<file path="config.mk">
export PLATFORM = sky130hd
export DESIGN_NAME = ex_stage_pip_flat
export DESIGN_NICKNAME = d
export VERILOG_FILES = /design/src/rtl/ex_stage_pip_if.sv /design/src/rtl/ex_stage_pip.sv /design/src/flat_wrapper.sv
export SDC_FILE = /design/constraint.sdc
export NUM_CORES = 1
export LEC_CHECK = 0
export CAP_MARGIN = 20
export CORE_MARGIN = 5
export CORE_UTILIZATION = 35
export CTS_CLUSTER_SIZE = 10
export DETAILED_ROUTE_END_ITERATION = 10
export PLACE_DENSITY = 0.63
export SYNTH_ARGS = -nofsm -noshare
export SYNTH_HDL_FRONTEND = slang
export SYNTH_SLANG_ARGS = --single-unit
</file>
<file path="constraint.sdc">
create_clock -name clock -period 0.8 [get_ports clock]
set_input_delay 0.08 -clock clock [delete_from_list [all_inputs] [get_ports clock]]
set_output_delay 0.08 -clock clock [all_outputs]
set_load 0.05 [all_outputs]
</file>
<file path="src/rtl/ex_stage_pip_if.sv">
// ex_stage_pip_if: ID/EX operand/control inputs and EX/MEM register outputs of the EX stage
interface ex_stage_pip_if #(parameter int XLEN = 32);
  logic            valid_in, flush, alu_src;
  logic [3:0]      alu_op;
  logic [2:0]      control_M_in;
  logic [1:0]      control_WB_in;
  logic [XLEN-1:0] rs1_data, rs2_data, imm, PC_in;
  logic [4:0]      rd_in;
  logic [1:0]      fwd_A, fwd_B;
  logic [XLEN-1:0] ALU_result_EXMEM_fwd, writeBack_MEMWB_fwd;
  logic            stall_out, valid_out, zero_out;
  logic [2:0]      control_M_out;
  logic [1:0]      control_WB_out;
  logic [XLEN-1:0] ALU_result_out, writeData_out, PC_branch_out;
  logic [4:0]      rd_out;
  modport master (
    output valid_in, flush, alu_src, alu_op, control_M_in, control_WB_in, rs1_data, rs2_data,
           imm, PC_in, rd_in, fwd_A, fwd_B, ALU_result_EXMEM_fwd, writeBack_MEMWB_fwd,
    input  stall_out, valid_out, zero_out, control_M_out, control_WB_out, ALU_result_out,
           writeData_out, PC_branch_out, rd_out
  );
  modport slave (
    input  valid_in, flush, alu_src, alu_op, control_M_in, control_WB_in, rs1_data, rs2_data,
           imm, PC_in, rd_in, fwd_A, fwd_B, ALU_result_EXMEM_fwd, writeBack_MEMWB_fwd,
    output stall_out, valid_out, zero_out, control_M_out, control_WB_out, ALU_result_out,
           writeData_out, PC_branch_out, rd_out
  );
endinterface

</file>
<file path="src/rtl/ex_stage_pip.sv">
// ex_stage_pip: RISC-V EX stage with forwarding, ALU, branch target and EX/MEM register.
// Define EX_MUL_EN to build the iterative shift-add multiplier that stalls upstream.
module ex_stage_pip #(
  parameter int XLEN       = 32,
  parameter int MUL_CYCLES = 32
) (
  input logic           clock,
  input logic           reset_n,
  ex_stage_pip_if.slave bus
);
  if (MUL_CYCLES != XLEN) begin : g_cfg
    $error("MUL_CYCLES must equal XLEN");
  end
  logic [XLEN-1:0] op_a, fwd_b_val, op_b, alu_res, mul_res;
  logic            stall, valid_d;
  logic            valid_q, zero_q;
  logic [2:0]      ctrl_m_q;
  logic [1:0]      ctrl_wb_q;
  logic [XLEN-1:0] result_q, wdata_q, pc_br_q;
  logic [4:0]      rd_q;
  assign op_a = bus.fwd_A == 2'b01 ? bus.writeBack_MEMWB_fwd :
                bus.fwd_A == 2'b10 ? bus.ALU_result_EXMEM_fwd : bus.rs1_data;
  assign fwd_b_val = bus.fwd_B == 2'b01 ? bus.writeBack_MEMWB_fwd :
                     bus.fwd_B == 2'b10 ? bus.ALU_result_EXMEM_fwd : bus.rs2_data;
  assign op_b = bus.alu_src ? bus.imm : fwd_b_val;
  always_comb begin
    alu_res = '0;
    case (bus.alu_op)
      4'b0000: alu_res = op_a & op_b;
      4'b0001: alu_res = op_a | op_b;
      4'b0010: alu_res = op_a + op_b;
      4'b0110: alu_res = op_a - op_b;
      4'b0111: alu_res = XLEN'($signed(op_a) < $signed(op_b));
      4'b1000: alu_res = op_a ^ op_b;
      4'b1001: alu_res = op_a << op_b[4:0];
      4'b1010: alu_res = op_a >> op_b[4:0];
      4'b1011: alu_res = $signed(op_a) >>> op_b[4:0];
      4'b1100: alu_res = mul_res;
      default: alu_res = '0;
    endcase
  end
`ifdef EX_MUL_EN
  typedef enum logic [1:0] {IDLE, BUSY, DONE} state_t;
  localparam int CW = $clog2(MUL_CYCLES);
  state_t          state_q, state_d;
  logic [CW-1:0]   cnt_q, cnt_d;
  logic [XLEN-1:0] acc_q, acc_d, mcand_q, mcand_d, mplier_q, mplier_d;
  always_ff @(posedge clock or negedge reset_n)
    if (!reset_n) begin
      state_q  <= IDLE;
      cnt_q    <= '0;
      acc_q    <= '0;
      mcand_q  <= '0;
      mplier_q <= '0;
    end else begin
      state_q  <= state_d;
      cnt_q    <= cnt_d;
      acc_q    <= acc_d;
      mcand_q  <= mcand_d;
      mplier_q <= mplier_d;
    end
  always_comb begin
    state_d  = state_q;
    cnt_d    = cnt_q;
    acc_d    = acc_q;
    mcand_d  = mcand_q;
    mplier_d = mplier_q;
    stall    = 1'b0;
    case (state_q)
      IDLE: begin
        stall = bus.valid_in & (bus.alu_op == 4'b1100) & ~bus.flush;
        if (stall) begin
          state_d  = BUSY;
          cnt_d    = '0;
          acc_d    = '0;
          mcand_d  = op_a;
          mplier_d = op_b;
        end
      end
      BUSY: begin
        stall    = 1'b1;
        acc_d    = mplier_q[0] ? acc_q + mcand_q : acc_q;
        mcand_d  = mcand_q << 1;
        mplier_d = mplier_q >> 1;
        cnt_d    = cnt_q + 1'b1;
        state_d  = cnt_q == CW'(MUL_CYCLES - 1) ? DONE : BUSY;
      end
      default: state_d = IDLE;
    endcase
    if (bus.flush) state_d = IDLE;
  end
  // only the finished product ever reaches the result path
  assign mul_res = state_q == DONE ? acc_q : '0;
`else
  assign stall   = 1'b0;
  assign mul_res = '0;
`endif
  assign bus.stall_out = stall & reset_n;
  assign valid_d = bus.valid_in & ~stall & ~bus.flush;
  always_ff @(posedge clock or negedge reset_n)
    if (!reset_n) begin
      valid_q   <= 1'b0;
      ctrl_m_q  <= '0;
      ctrl_wb_q <= '0;
      zero_q    <= 1'b0;
      result_q  <= '0;
      wdata_q   <= '0;
      pc_br_q   <= '0;
      rd_q      <= '0;
    end else begin
      valid_q   <= valid_d;
      ctrl_m_q  <= valid_d ? bus.control_M_in : 3'b0;
      ctrl_wb_q <= valid_d ? bus.control_WB_in : 2'b0;
      zero_q    <= alu_res == '0;
      result_q  <= alu_res;
      wdata_q   <= fwd_b_val;
      pc_br_q   <= bus.PC_in + (bus.imm << 1);
      rd_q      <= bus.rd_in;
    end
  assign bus.valid_out      = valid_q;
  assign bus.control_M_out  = ctrl_m_q;
  assign bus.control_WB_out = ctrl_wb_q;
  assign bus.zero_out       = zero_q;
  assign bus.ALU_result_out = result_q;
  assign bus.writeData_out  = wdata_q;
  assign bus.PC_branch_out  = pc_br_q;
  assign bus.rd_out         = rd_q;
endmodule

</file>
<file path="src/flat_wrapper.sv">
// flat-port wrapper written by rule: the top's interface ports become plain ports
module ex_stage_pip_flat 
#(
  parameter int XLEN       = 32,
  parameter int MUL_CYCLES = 32
)
  (clock, reset_n, bus_valid_in, bus_flush, bus_alu_src, bus_alu_op, bus_control_M_in, bus_control_WB_in, bus_rs1_data, bus_rs2_data, bus_imm, bus_PC_in, bus_rd_in, bus_fwd_A, bus_fwd_B, bus_ALU_result_EXMEM_fwd, bus_writeBack_MEMWB_fwd, bus_stall_out, bus_valid_out, bus_zero_out, bus_control_M_out, bus_control_WB_out, bus_ALU_result_out, bus_writeData_out, bus_PC_branch_out, bus_rd_out);
  ex_stage_pip_if #(.XLEN(XLEN)) bus_i ();
  input logic clock;
  input logic reset_n;
  input wire logic [$bits(bus_i.valid_in)-1:0] bus_valid_in;
  input wire logic [$bits(bus_i.flush)-1:0] bus_flush;
  input wire logic [$bits(bus_i.alu_src)-1:0] bus_alu_src;
  input wire logic [$bits(bus_i.alu_op)-1:0] bus_alu_op;
  input wire logic [$bits(bus_i.control_M_in)-1:0] bus_control_M_in;
  input wire logic [$bits(bus_i.control_WB_in)-1:0] bus_control_WB_in;
  input wire logic [$bits(bus_i.rs1_data)-1:0] bus_rs1_data;
  input wire logic [$bits(bus_i.rs2_data)-1:0] bus_rs2_data;
  input wire logic [$bits(bus_i.imm)-1:0] bus_imm;
  input wire logic [$bits(bus_i.PC_in)-1:0] bus_PC_in;
  input wire logic [$bits(bus_i.rd_in)-1:0] bus_rd_in;
  input wire logic [$bits(bus_i.fwd_A)-1:0] bus_fwd_A;
  input wire logic [$bits(bus_i.fwd_B)-1:0] bus_fwd_B;
  input wire logic [$bits(bus_i.ALU_result_EXMEM_fwd)-1:0] bus_ALU_result_EXMEM_fwd;
  input wire logic [$bits(bus_i.writeBack_MEMWB_fwd)-1:0] bus_writeBack_MEMWB_fwd;
  output wire logic [$bits(bus_i.stall_out)-1:0] bus_stall_out;
  output wire logic [$bits(bus_i.valid_out)-1:0] bus_valid_out;
  output wire logic [$bits(bus_i.zero_out)-1:0] bus_zero_out;
  output wire logic [$bits(bus_i.control_M_out)-1:0] bus_control_M_out;
  output wire logic [$bits(bus_i.control_WB_out)-1:0] bus_control_WB_out;
  output wire logic [$bits(bus_i.ALU_result_out)-1:0] bus_ALU_result_out;
  output wire logic [$bits(bus_i.writeData_out)-1:0] bus_writeData_out;
  output wire logic [$bits(bus_i.PC_branch_out)-1:0] bus_PC_branch_out;
  output wire logic [$bits(bus_i.rd_out)-1:0] bus_rd_out;
  assign bus_i.valid_in = bus_valid_in;
  assign bus_i.flush = bus_flush;
  assign bus_i.alu_src = bus_alu_src;
  assign bus_i.alu_op = bus_alu_op;
  assign bus_i.control_M_in = bus_control_M_in;
  assign bus_i.control_WB_in = bus_control_WB_in;
  assign bus_i.rs1_data = bus_rs1_data;
  assign bus_i.rs2_data = bus_rs2_data;
  assign bus_i.imm = bus_imm;
  assign bus_i.PC_in = bus_PC_in;
  assign bus_i.rd_in = bus_rd_in;
  assign bus_i.fwd_A = bus_fwd_A;
  assign bus_i.fwd_B = bus_fwd_B;
  assign bus_i.ALU_result_EXMEM_fwd = bus_ALU_result_EXMEM_fwd;
  assign bus_i.writeBack_MEMWB_fwd = bus_writeBack_MEMWB_fwd;
  assign bus_stall_out = bus_i.stall_out;
  assign bus_valid_out = bus_i.valid_out;
  assign bus_zero_out = bus_i.zero_out;
  assign bus_control_M_out = bus_i.control_M_out;
  assign bus_control_WB_out = bus_i.control_WB_out;
  assign bus_ALU_result_out = bus_i.ALU_result_out;
  assign bus_writeData_out = bus_i.writeData_out;
  assign bus_PC_branch_out = bus_i.PC_branch_out;
  assign bus_rd_out = bus_i.rd_out;
  ex_stage_pip #(.XLEN(XLEN), .MUL_CYCLES(MUL_CYCLES)) u_core (.clock(clock), .reset_n(reset_n), .bus(bus_i));
endmodule
</file>
After elaboration in Yosys (flattened, before gate mapping)
Cells that the tools add are included.
{ "word_totals": {"reg_bits": 108, "inputBits": 215, "out_inout_bits": 109, "elab_cells": 42} }
{ "op_classes": {"n_addsub": 3, "order_cmp": 1, "eq_ne": 12, "shift": 3, "muxes": 8, "n_bitwise": 5, "n_reduce_logical": 2} }
{ "op_table": {"columns": ["op", "count"], "rows": [
  ["case mux 32 bit (9 select lines)", 1],
  ["2-to-1 mux 32 bit", 5],
  ["adder 32 bit", 2],
  ["bitwise AND 32 bit", 1],
  ["logical NOT 32 bit", 1],
  ["< comparator 32 bit", 1],
  ["bitwise OR 32 bit", 1],
  ["<< shifter 32 x 5 -> 32 bit", 1],
  [">> shifter 32 x 5 -> 32 bit", 1],
  [">>> shifter 32 x 5 -> 32 bit", 1],
  ["subtractor 32 bit", 1],
  ["XOR 32 bit", 1],
  ["== test 4 bit, second input constant", 4],
  ["== test 4 x 3 -> 1 bit, second input constant", 2],
  ["== test 2 x 1 -> 1 bit, second input constant", 2],
  ["== test 2 bit, second input constant", 2],
  ["== test 4 x 1 -> 1 bit, second input constant", 1],
  ["== test 4 x 2 -> 1 bit, second input constant", 1],
  ["logical NOT 4 bit", 1],
  ["2-to-1 mux 3 bit", 1],
  ["2-to-1 mux 2 bit", 1],
  ["bitwise AND 1 bit", 1],
  ["inverter 1 bit", 1]
]} }

Depth between registers and ports, before layout
Gate-level depths: netlist of run 1.
{ "depth": {"word_depth": 7, "depth_mapped": 24} }

Least setup slack after synthesis of run 1
Ideal clock, no wire load.
{ "synth_timing": {"path_type": "input-to-reg", "startpoint": "input port bus_fwd_B[1]", "endpoint": "register u_core.zero_q (netlist: u_core.bus.zero_out)", "setup_time_ns": 0.095, "t_arrival_ns": 5.288, "required_ns": 0.705, "setup_slack_ns": -4.583, "path_stages": 23, "cell_sequence": "buf_6 mux2_2 nor2_1 or3_1 clkbuf_1 clkbuf_1 buf_1 clkbuf_1 ha_1 clkbuf_1 o21a_1 o31ai_1 a211oi_1 o21ai_1 a21oi_1 o21ai_1 o31ai_1 a221oi_1 a211o_1 or2_0 or4b_1 or4_1 nor4b_2"} }
{ "synth_via": {"elab_chain_len": 7, "word_cells_on_any_way": 16, "classes_between": "add/sub (2); order compare (1); eq/ne (2); shift (3); mux (4); bitwise (3); reduce/logical (1)"} }
{ "synth_lines": {"columns": ["element", "line_no", "source"], "rows": [
  ["from (decl)", "flat_wrapper.sv:23", "input wire logic [$bits(bus_i.fwd_B)-1:0] bus_fwd_B;"],
  ["== test 2 bit", "ex_stage_pip.sv:24", "bus.fwd_B == 2'b10 ? bus.ALU_result_EXMEM_fwd : bus.rs2_data;"],
  ["2-to-1 mux 32 bit", "ex_stage_pip.sv:24", null],
  ["2-to-1 mux 32 bit *", "ex_stage_pip.sv:23", "assign fwd_b_val = bus.fwd_B == 2'b01 ? bus.writeBack_MEMWB_fwd :"],
  ["2-to-1 mux 32 bit *", "ex_stage_pip.sv:25", "assign op_b = bus.alu_src ? bus.imm : fwd_b_val;"],
  ["subtractor 32 bit (tied with other cells)", "ex_stage_pip.sv:32", "4'b0110: alu_res = op_a - op_b;"],
  ["case mux 32 bit (9 select lines) *", "ex_stage_pip.sv:28", "case (bus.alu_op)"],
  ["net u_core.alu_res[0]", "ex_stage_pip.sv:14", "logic [XLEN-1:0] op_a, fwd_b_val, op_b, alu_res, mul_res;"],
  ["logical NOT 32 bit *", "ex_stage_pip.sv:114", "zero_q <= alu_res == '0;"],
  ["to (signal assigned)", "ex_stage_pip.sv:105", "zero_q <= 1'b0;"],
  ["to (signal assigned)", "ex_stage_pip.sv:114", null],
  ["to (decl)", "ex_stage_pip.sv:16", "logic valid_q, zero_q;"]
]} }
Mark *: on every way through the listed nets, which the timed path passes. The rest lies on a longest branch.

Final worst setup path of run 1
{ "layout_timing": {"startpoint": "input port bus_fwd_B[1]", "endpoint": "register u_core.zero_q (netlist: u_core.bus.zero_out)"} }
{ "layout_via": {"elab_chain_len": 7, "word_cells_on_any_way": 16, "classes_between": "add/sub (2); order compare (1); eq/ne (2); shift (3); mux (4); bitwise (3); reduce/logical (1)"} }
{ "layout_lines": {"columns": ["element", "line_no"], "rows": [
  ["== test 2 bit", "ex_stage_pip.sv:24"],
  ["2-to-1 mux 32 bit", "ex_stage_pip.sv:24"],
  ["2-to-1 mux 32 bit *", "ex_stage_pip.sv:23"],
  ["2-to-1 mux 32 bit *", "ex_stage_pip.sv:25"],
  ["subtractor 32 bit (tied with other cells)", "ex_stage_pip.sv:32"],
  ["case mux 32 bit (9 select lines) *", "ex_stage_pip.sv:28"],
  ["net u_core.alu_res[10]", "ex_stage_pip.sv:14"],
  ["logical NOT 32 bit *", "ex_stage_pip.sv:114"]
]} }
Marked as above.

==> impl_metrics.csv, run 1 <==
group,metric,value,unit
outcome,run_status,"finished with violations",
outcome,violations,"negative setup slack",
power,p_per_area,1620,nW/um2
cells_and_area,stdcell_count,3785,
cells_and_area,fin_area,30500,um2
floorplan,io_pins,324,
job,maxCapViolCount,0,
routing,routed_wl,96700,um
setup_path,crit_family,"simple AND/OR/NAND/NOR gates",
sta,rsz0062_at_grt,"yes",
place,placed_cells,3624,
floorplan,core_area,44400,um2
logic_synthesis,yosysTopAreaCellShare,0.171,
sta,slew_viol_final,0,
cts,cts_tree,"done",
logic_synthesis,syn_nets,2438,
logic_synthesis,synth_area,15800,um2
place,port_buffers,322,
logic_synthesis,avgSynthCellArea,7.55,um2
setup_path,end_kind,"flip-flop",
floorplan,die_h,222,um
cells_and_area,flow.area_growth_from_synthesis,93.6,%
cts,path_clk_slew,100,ps
floorplan,dieArea,49400,um2
logic_synthesis,synth_common_cells,"mux2i_1, o21ai_0, nand2_1",
logic_synthesis,netlist_instances,2087,
logic_synthesis,synth.distinct_cells,92,
grt,antenna_found_initial,8,
setup_path,cp.required,1110,ps
routing,vias_per_cell,5.95,
floorplan,die-width,222,um
cells_and_area,utilization,0.687,
grt,grt-ovfl-total,0,
sta,setup-violations-final,194,
routing,detail-route-antenna-nets,0,
sta,hold_viol,0,
cts,cts_buffer_depth,2,
setup_path,worstPathArrival,4900,ps
grt,grt_max_degree,51,
routing,drtIter0Drc,2529,
setup_path,cp-start-kind,"input port",
sta,fin_crit,4590,ps
routing,post_drt_wl_per_cell,25.5,um
place,post_dp_cell_area,26500,um2
setup_path,crit_chain,"buf_12, buf_4, mux2_4, a2bb2oi_4, nand2_4, clkinv_4, ha_4, fa_2, nor2b_4, o31ai_4, buf_6, a211o_1, a21o_1, a22oi_2, nor2_1, a21oi_1, buf_4, nand4_1, nor3_2, nand4bb_1, or4b_4, or4_4, nor4b_4",
setup_path,crit_fanout,7,
logic_synthesis,ys_ff_latch,108,
cts,cts-root-buf,"clkbuf_16",
sta,worst_slack,-3790,ps
floorplan,row_count,77,
logic_synthesis,ys_seq_area_frac,0.171,
place,hpwl,71200,um
cells_and_area,drive_gt1_frac,0.455,
sta,maxSlewHeadroom,0.417,
logic_synthesis,synth_top_area_cell,"dfrtp_1",
routing,num_vias,22512,
setup_path,slowest_delay,570,ps
logic_synthesis,async_flop_share,1.00,
logic_synthesis,ys.flop_type,"dfrtp_1",
cts,cts_made_buffers,9,
power,power,49.4,mW
setup_path,slowest_stage,"or4b_4",
routing,dr.pass1.iters,6,
grt,grt_pass1_vias,22886,
setup_path,crit_buf_inv,5,
floorplan,start_util,0.355,
place,place_congestion,1.08,
cells_and_area,final_nets,3531,
setup_path,path_common_cell,"buf_4",
sta,whs,44.0,ps
grt,grt_first_pass_wirelength,140000,um
cts,clkSinkCount,108,
routing,drcViolationCount,0,
grt,track_usage,0.362,
sta,worstMarginPinSlew,865,ps
cts,htreeDepth,3,
sta,fin_crit_sh,5.74,
setup_path,critical_path_class,"in2reg",
logic_synthesis,yosysWarnings,0,
power,power_leakage,14.1,nW
sta,tns,-156880,ps
logic_synthesis,synth.area.top_cells,"dfrtp_1, mux2i_1, ha_1",
place,post-place-ws,-4540,ps
logic_synthesis,synth-edff-count,0,
hold_path,hold_path.class,"in2reg",
sta,clock.fmax,0.218,GHz
power,vdd_drop_max,1.00,mV
logic_synthesis,yosysMostFrequentCell,"mux2i_1",
## final timing paths
| check | start | to | depth (start not counted) | slack [ps] |
|---|---|---|---|---|
| max in group asynchronous | reset_n | u_core.bus.ALU_result_out[9] | 3 | 270 |
| hold / removal | bus_PC_in[1] | u_core.bus.PC_branch_out[1] | 2 | 40 |
| min in group asynchronous | reset_n | u_core.bus.rd_out[4] | 3 | 200 |
| setup / recovery | bus_fwd_B[1] | u_core.bus.zero_out | 23 | -3790 |
## logic make-up (layout without fill, tap and decap cells)
logic type               Yosys count  after routing  synth area share
XOR/XNOR                          31             31            0.0172
AND/OR/NAND/NOR                  612            612             0.185
buffers and inverters            269           1367            0.0739
flip-flops                       108            108             0.171
multiplexers                     229            229             0.149
AO/OA/AOI/OAI                    701            701             0.294
adder cells (fa/ha/maj)          136            136             0.109
other                              1              9          0.000238
## state kept, by name, indices dropped and copies added (netlist names)
name                       flops
u_core.bus.ALU_result_out     32
u_core.bus.PC_branch_out      32
u_core.bus.control_M_out       3
u_core.bus.control_WB_out      2
u_core.bus.rd_out              5
u_core.bus.valid_out           1
u_core.bus.writeData_out      32
u_core.bus.zero_out            1
## metal layers
metal | vias to the layer above | routed length, um | global-route usage
met5 | - | 0 | 0
met4 | 0 | 6970 | 0.205
met3 | 422 | 8140 | 0.0690
met2 | 1328 | 45700 | 0.608
met1 | 10834 | 35800 | 0.434
li1 | 9928 | - | -
## layout by cell type, fill, tap and decap left out, types with 35 or more instances in the layout
cell / Yosys / final
a21oi_1: 134 / 94
buf_12: 0 / 127
buf_4: 7 / 768
buf_6: 12 / 104
clkdlybuf4s50_1: 0 / 161
dfrtp_1: 108 / 108
ha_1: 133 / 97
inv_1: 126 / 122
mux2i_1: 190 / 158
nand2_1: 182 / 175
nand3_1: 81 / 76
nor2_1: 156 / 139
nor3_1: 46 / 35
o211ai_1: 35 / 35
o21ai_0: 187 / 92
o21ai_1: 6 / 37
o21ai_2: 0 / 47
## repair_timing
item | CTS | global route
pin swaps | 131 | 98
setup buffers | 113 | 39
resized for setup | 468 | 182
gates cloned | 4 | 0
endpoints found under the setup margin | 198 | 193
hold endpoints to repair | 108 | 0
hold buffers | 1 | 0
## final cells by class
cell class                 instances  area, um2
antenna                            8       20.0
clock inverter                     7        113
clock buffer                       9        225
fill                            3353      13900
sequential                       108       2700
inverter                         131        510
tap                              592        741
timing repair buffer            1220      11800
multi-input combinational       1710      14400
## power by group
part | leakage (nW) | switching [mW] | total, mW | internal (mW)
clock network | 0.164 | 2.95 | 5.53 | 2.59
logic | 12.6 | 18.9 | 36.7 | 17.8
registers | 1.28 | 0.818 | 7.20 | 6.38
No activity file was read; power rests on OpenSTA's default activity.
==> run 2: changes to the inputs <==
CTS_BUF_LIST = sky130_fd_sc_hd__clkbuf_8   (was not set)
==> run 2 against run 1 <==
Compared with the run above:
- the run still ends with negative setup slack left
- setup slack gained 120 ps
- hold slack improved by 11 ps
- non-clock buffer count down 17
- first-iteration DRC count down 0.36%
- critical endpoint unchanged
==> impl_metrics.csv, run 2 (synthesis results as in run 1) <==
group,metric,value,unit
grt,grt-ovfl-total,0,
grt,antenna_found_initial,6,
routing,drcViolationCount,0,
cts,cts-root-buf,"clkbuf_8",
sta,hold_viol,0,
grt,track_usage,0.364,
place,place_congestion,1.08,
cells_and_area,drive_gt1_frac,0.446,
hold_path,min_path_cells,3,
grt,grt_pass1_vias,22685,
routing,drtIter0Drc,2520,
floorplan,io_pins,324,
power,seq_power_share,0.150,
routing,detail-route-antenna-nets,0,
setup_path,critical_path_class,"in2reg",
cells_and_area,final_nets,3514,
power,p_comb_frac,0.759,
sta,rsz0062_at_grt,"yes",
sta,worst_slack,-3670,ps
grt,grt_max_degree,51,
power,p_sw,22.3,mW
floorplan,die_h,222,um
sta,maxSlewHeadroom,0.429,
cells_and_area,utilization,0.679,
sta,clock.fmax,0.224,GHz
routing,num_vias,22452,
routing,dr.pass1.iters,6,
outcome,violations,"negative setup slack",
cts,cts_made_buffers,9,
setup_path,cp-start-kind,"input port",
job,maxCapViolCount,0,
sta,fin_crit_sh,5.59,
floorplan,core_area,44400,um2
hold_path,hold_path.class,"in2reg",
cells_and_area,fin_area,30200,um2
floorplan,die-width,222,um
power,power_leakage,13.9,nW
sta,slew_viol_final,0,
place,port_buffers,322,
cts,htreeDepth,3,
power,p_per_area,1590,nW/um2
place,post_dp_cell_area,26500,um2
floorplan,dieArea,49400,um2
outcome,run_status,"finished with violations",
sta,setup-violations-final,186,
sta,tns,-147110,ps
floorplan,row_count,77,
cells_and_area,multi_input_area,14300,um2
setup_path,slowest_delay,530,ps
setup_path,crit_chain,"buf_12, buf_8, mux2i_4, a221o_2, ha_4, o21a_1, o31a_1, buf_6, o41ai_4, buf_6, a21o_4, a2111o_1, a31oi_2, o32ai_1, nor2_1, o2111ai_4, or2_0, or4b_4, or4_1, nor4b_2",
cts,cts_tree,"done",
cells_and_area,layout_common_cells,"buf_4, nand2_1, clkdlybuf4s50_1",
cells_and_area,regArea,2700,um2
setup_path,end_kind,"flip-flop",
setup_path,crit_fanout,7,
cells_and_area,layout_commonest_cell,"buf_4",
power,power.internal,25.7,mW
place,post-place-ws,-4540,ps
routing,vias_per_cell,5.96,
routing,post_drt_wl_per_cell,25.0,um
cells_and_area,fillers,3438,
setup_path,worstPathArrival,4850,ps
grt,grt_first_pass_wirelength,140000,um
setup_path,slowest_stage,"or4b_4",
power,pwr-share-clk,0.091,
setup_path,cp.required,1180,ps
power,vdd_drop_max,1.03,mV
power,p_sw_frac,0.465,
cts,cts_buffer_depth,2,
setup_path,path_common_cell,"buf_6",
cells_and_area,flow.area_growth_from_synthesis,91.4,%
cts,path_clk_slew,140,ps
place,hpwl,71200,um
routing,routed_wl,94300,um
floorplan,start_util,0.355,
cts,clkSinkCount,108,
sta,fin_crit,4470,ps
sta,worstMarginPinSlew,847,ps
## run 2: cell types whose count changed in the layout (fill, tap and decap cells not counted), sizes merged
cell,delta
diode,-4
dlygate4sd3,+8
dlygate4sd2,-5
buf,-26
clkdlybuf4s15,+2
clkdlybuf4s50,+3
dlymetal6s4s,+1
## run 2: final cells by class
| cell class | instances | share of cell area |
|---|---|---|
| multi-input combinational | 1710 | 0.474 |
| clock inverter | 7 | 0.00373 |
| inverter | 131 | 0.0169 |
| clock buffer | 9 | 0.00411 |
| sequential | 108 | 0.0896 |
| antenna | 4 | 0.000332 |
| timing repair buffer | 1203 | 0.387 |
| tap | 592 | 0.0246 |
## run 2: metal layers
| layer | vias up | track usage | part of all wire |
|---|---|---|---|
| met4 | 4 | 0.196 | 0.068 |
| met3 | 378 | 0.0659 | 0.084 |
| met5 | - | 0 | 0.00029 |
| met2 | 1380 | 0.613 | 0.47 |
| li1 | 9904 | - | - |
| met1 | 10786 | 0.442 | 0.38 |
## run 2: repair_timing
item / CTS / global route
pin swaps: 142 / 99
gates cloned: 3 / 1
endpoints found under the setup margin: 186 / 191
resized for setup: 422 / 217
hold buffers: 10 / 0
hold endpoints to repair: 119 / 0
setup buffers: 106 / 49
## run 2: final timing paths
path                                           endpoint         start  slack, ps
max                                 u_core.bus.zero_out  bus_fwd_B[1]      -3670
min                         u_core.bus.writeData_out[3]  bus_fwd_B[0]         60
max in group asynchronous  u_core.bus.ALU_result_out[8]       reset_n        350
min in group asynchronous          u_core.bus.rd_out[4]       reset_n        110
## run 2: through the flow
stage / hold slack (ps) / std cells / power [mW]
2_1_floorplan: -216 / 2087 / 21.3
3_3_place_gp: 82.7 / 3624 / 37.7
3_5_place_dp: 88.5 / 3624 / 38.0
4_1_cts: 1.46 / 3750 / 45.5
5_1_grt: 33.4 / 3764 / 50.0
6_report: 55.0 / 3764 / 48.0
## run 2: worst max-delay path: cells and delay by family
family,cells,cell delay [ps]
buffers and inverters,4,540
and+or+nand+nor,5,1660
muxes,1,200
AOI/OAI and AO/OA,9,2030
adders and majority gates,1,330
## run 2: power by group through the flow
| stage | logic [mW] | registers, mW | clock network (mW) |
|---|---|---|---|
| after CTS | 33.9 | 7.18 | 4.45 |
| final | 36.4 | 7.18 | 4.37 |
| after global placement | 30.4 | 7.27 | 0 |
| after detailed placement | 30.7 | 7.29 | 0 |
| after global routing | 38.0 | 7.27 | 4.67 |
| after floorplan | 11.2 | 10.0 | 0 |
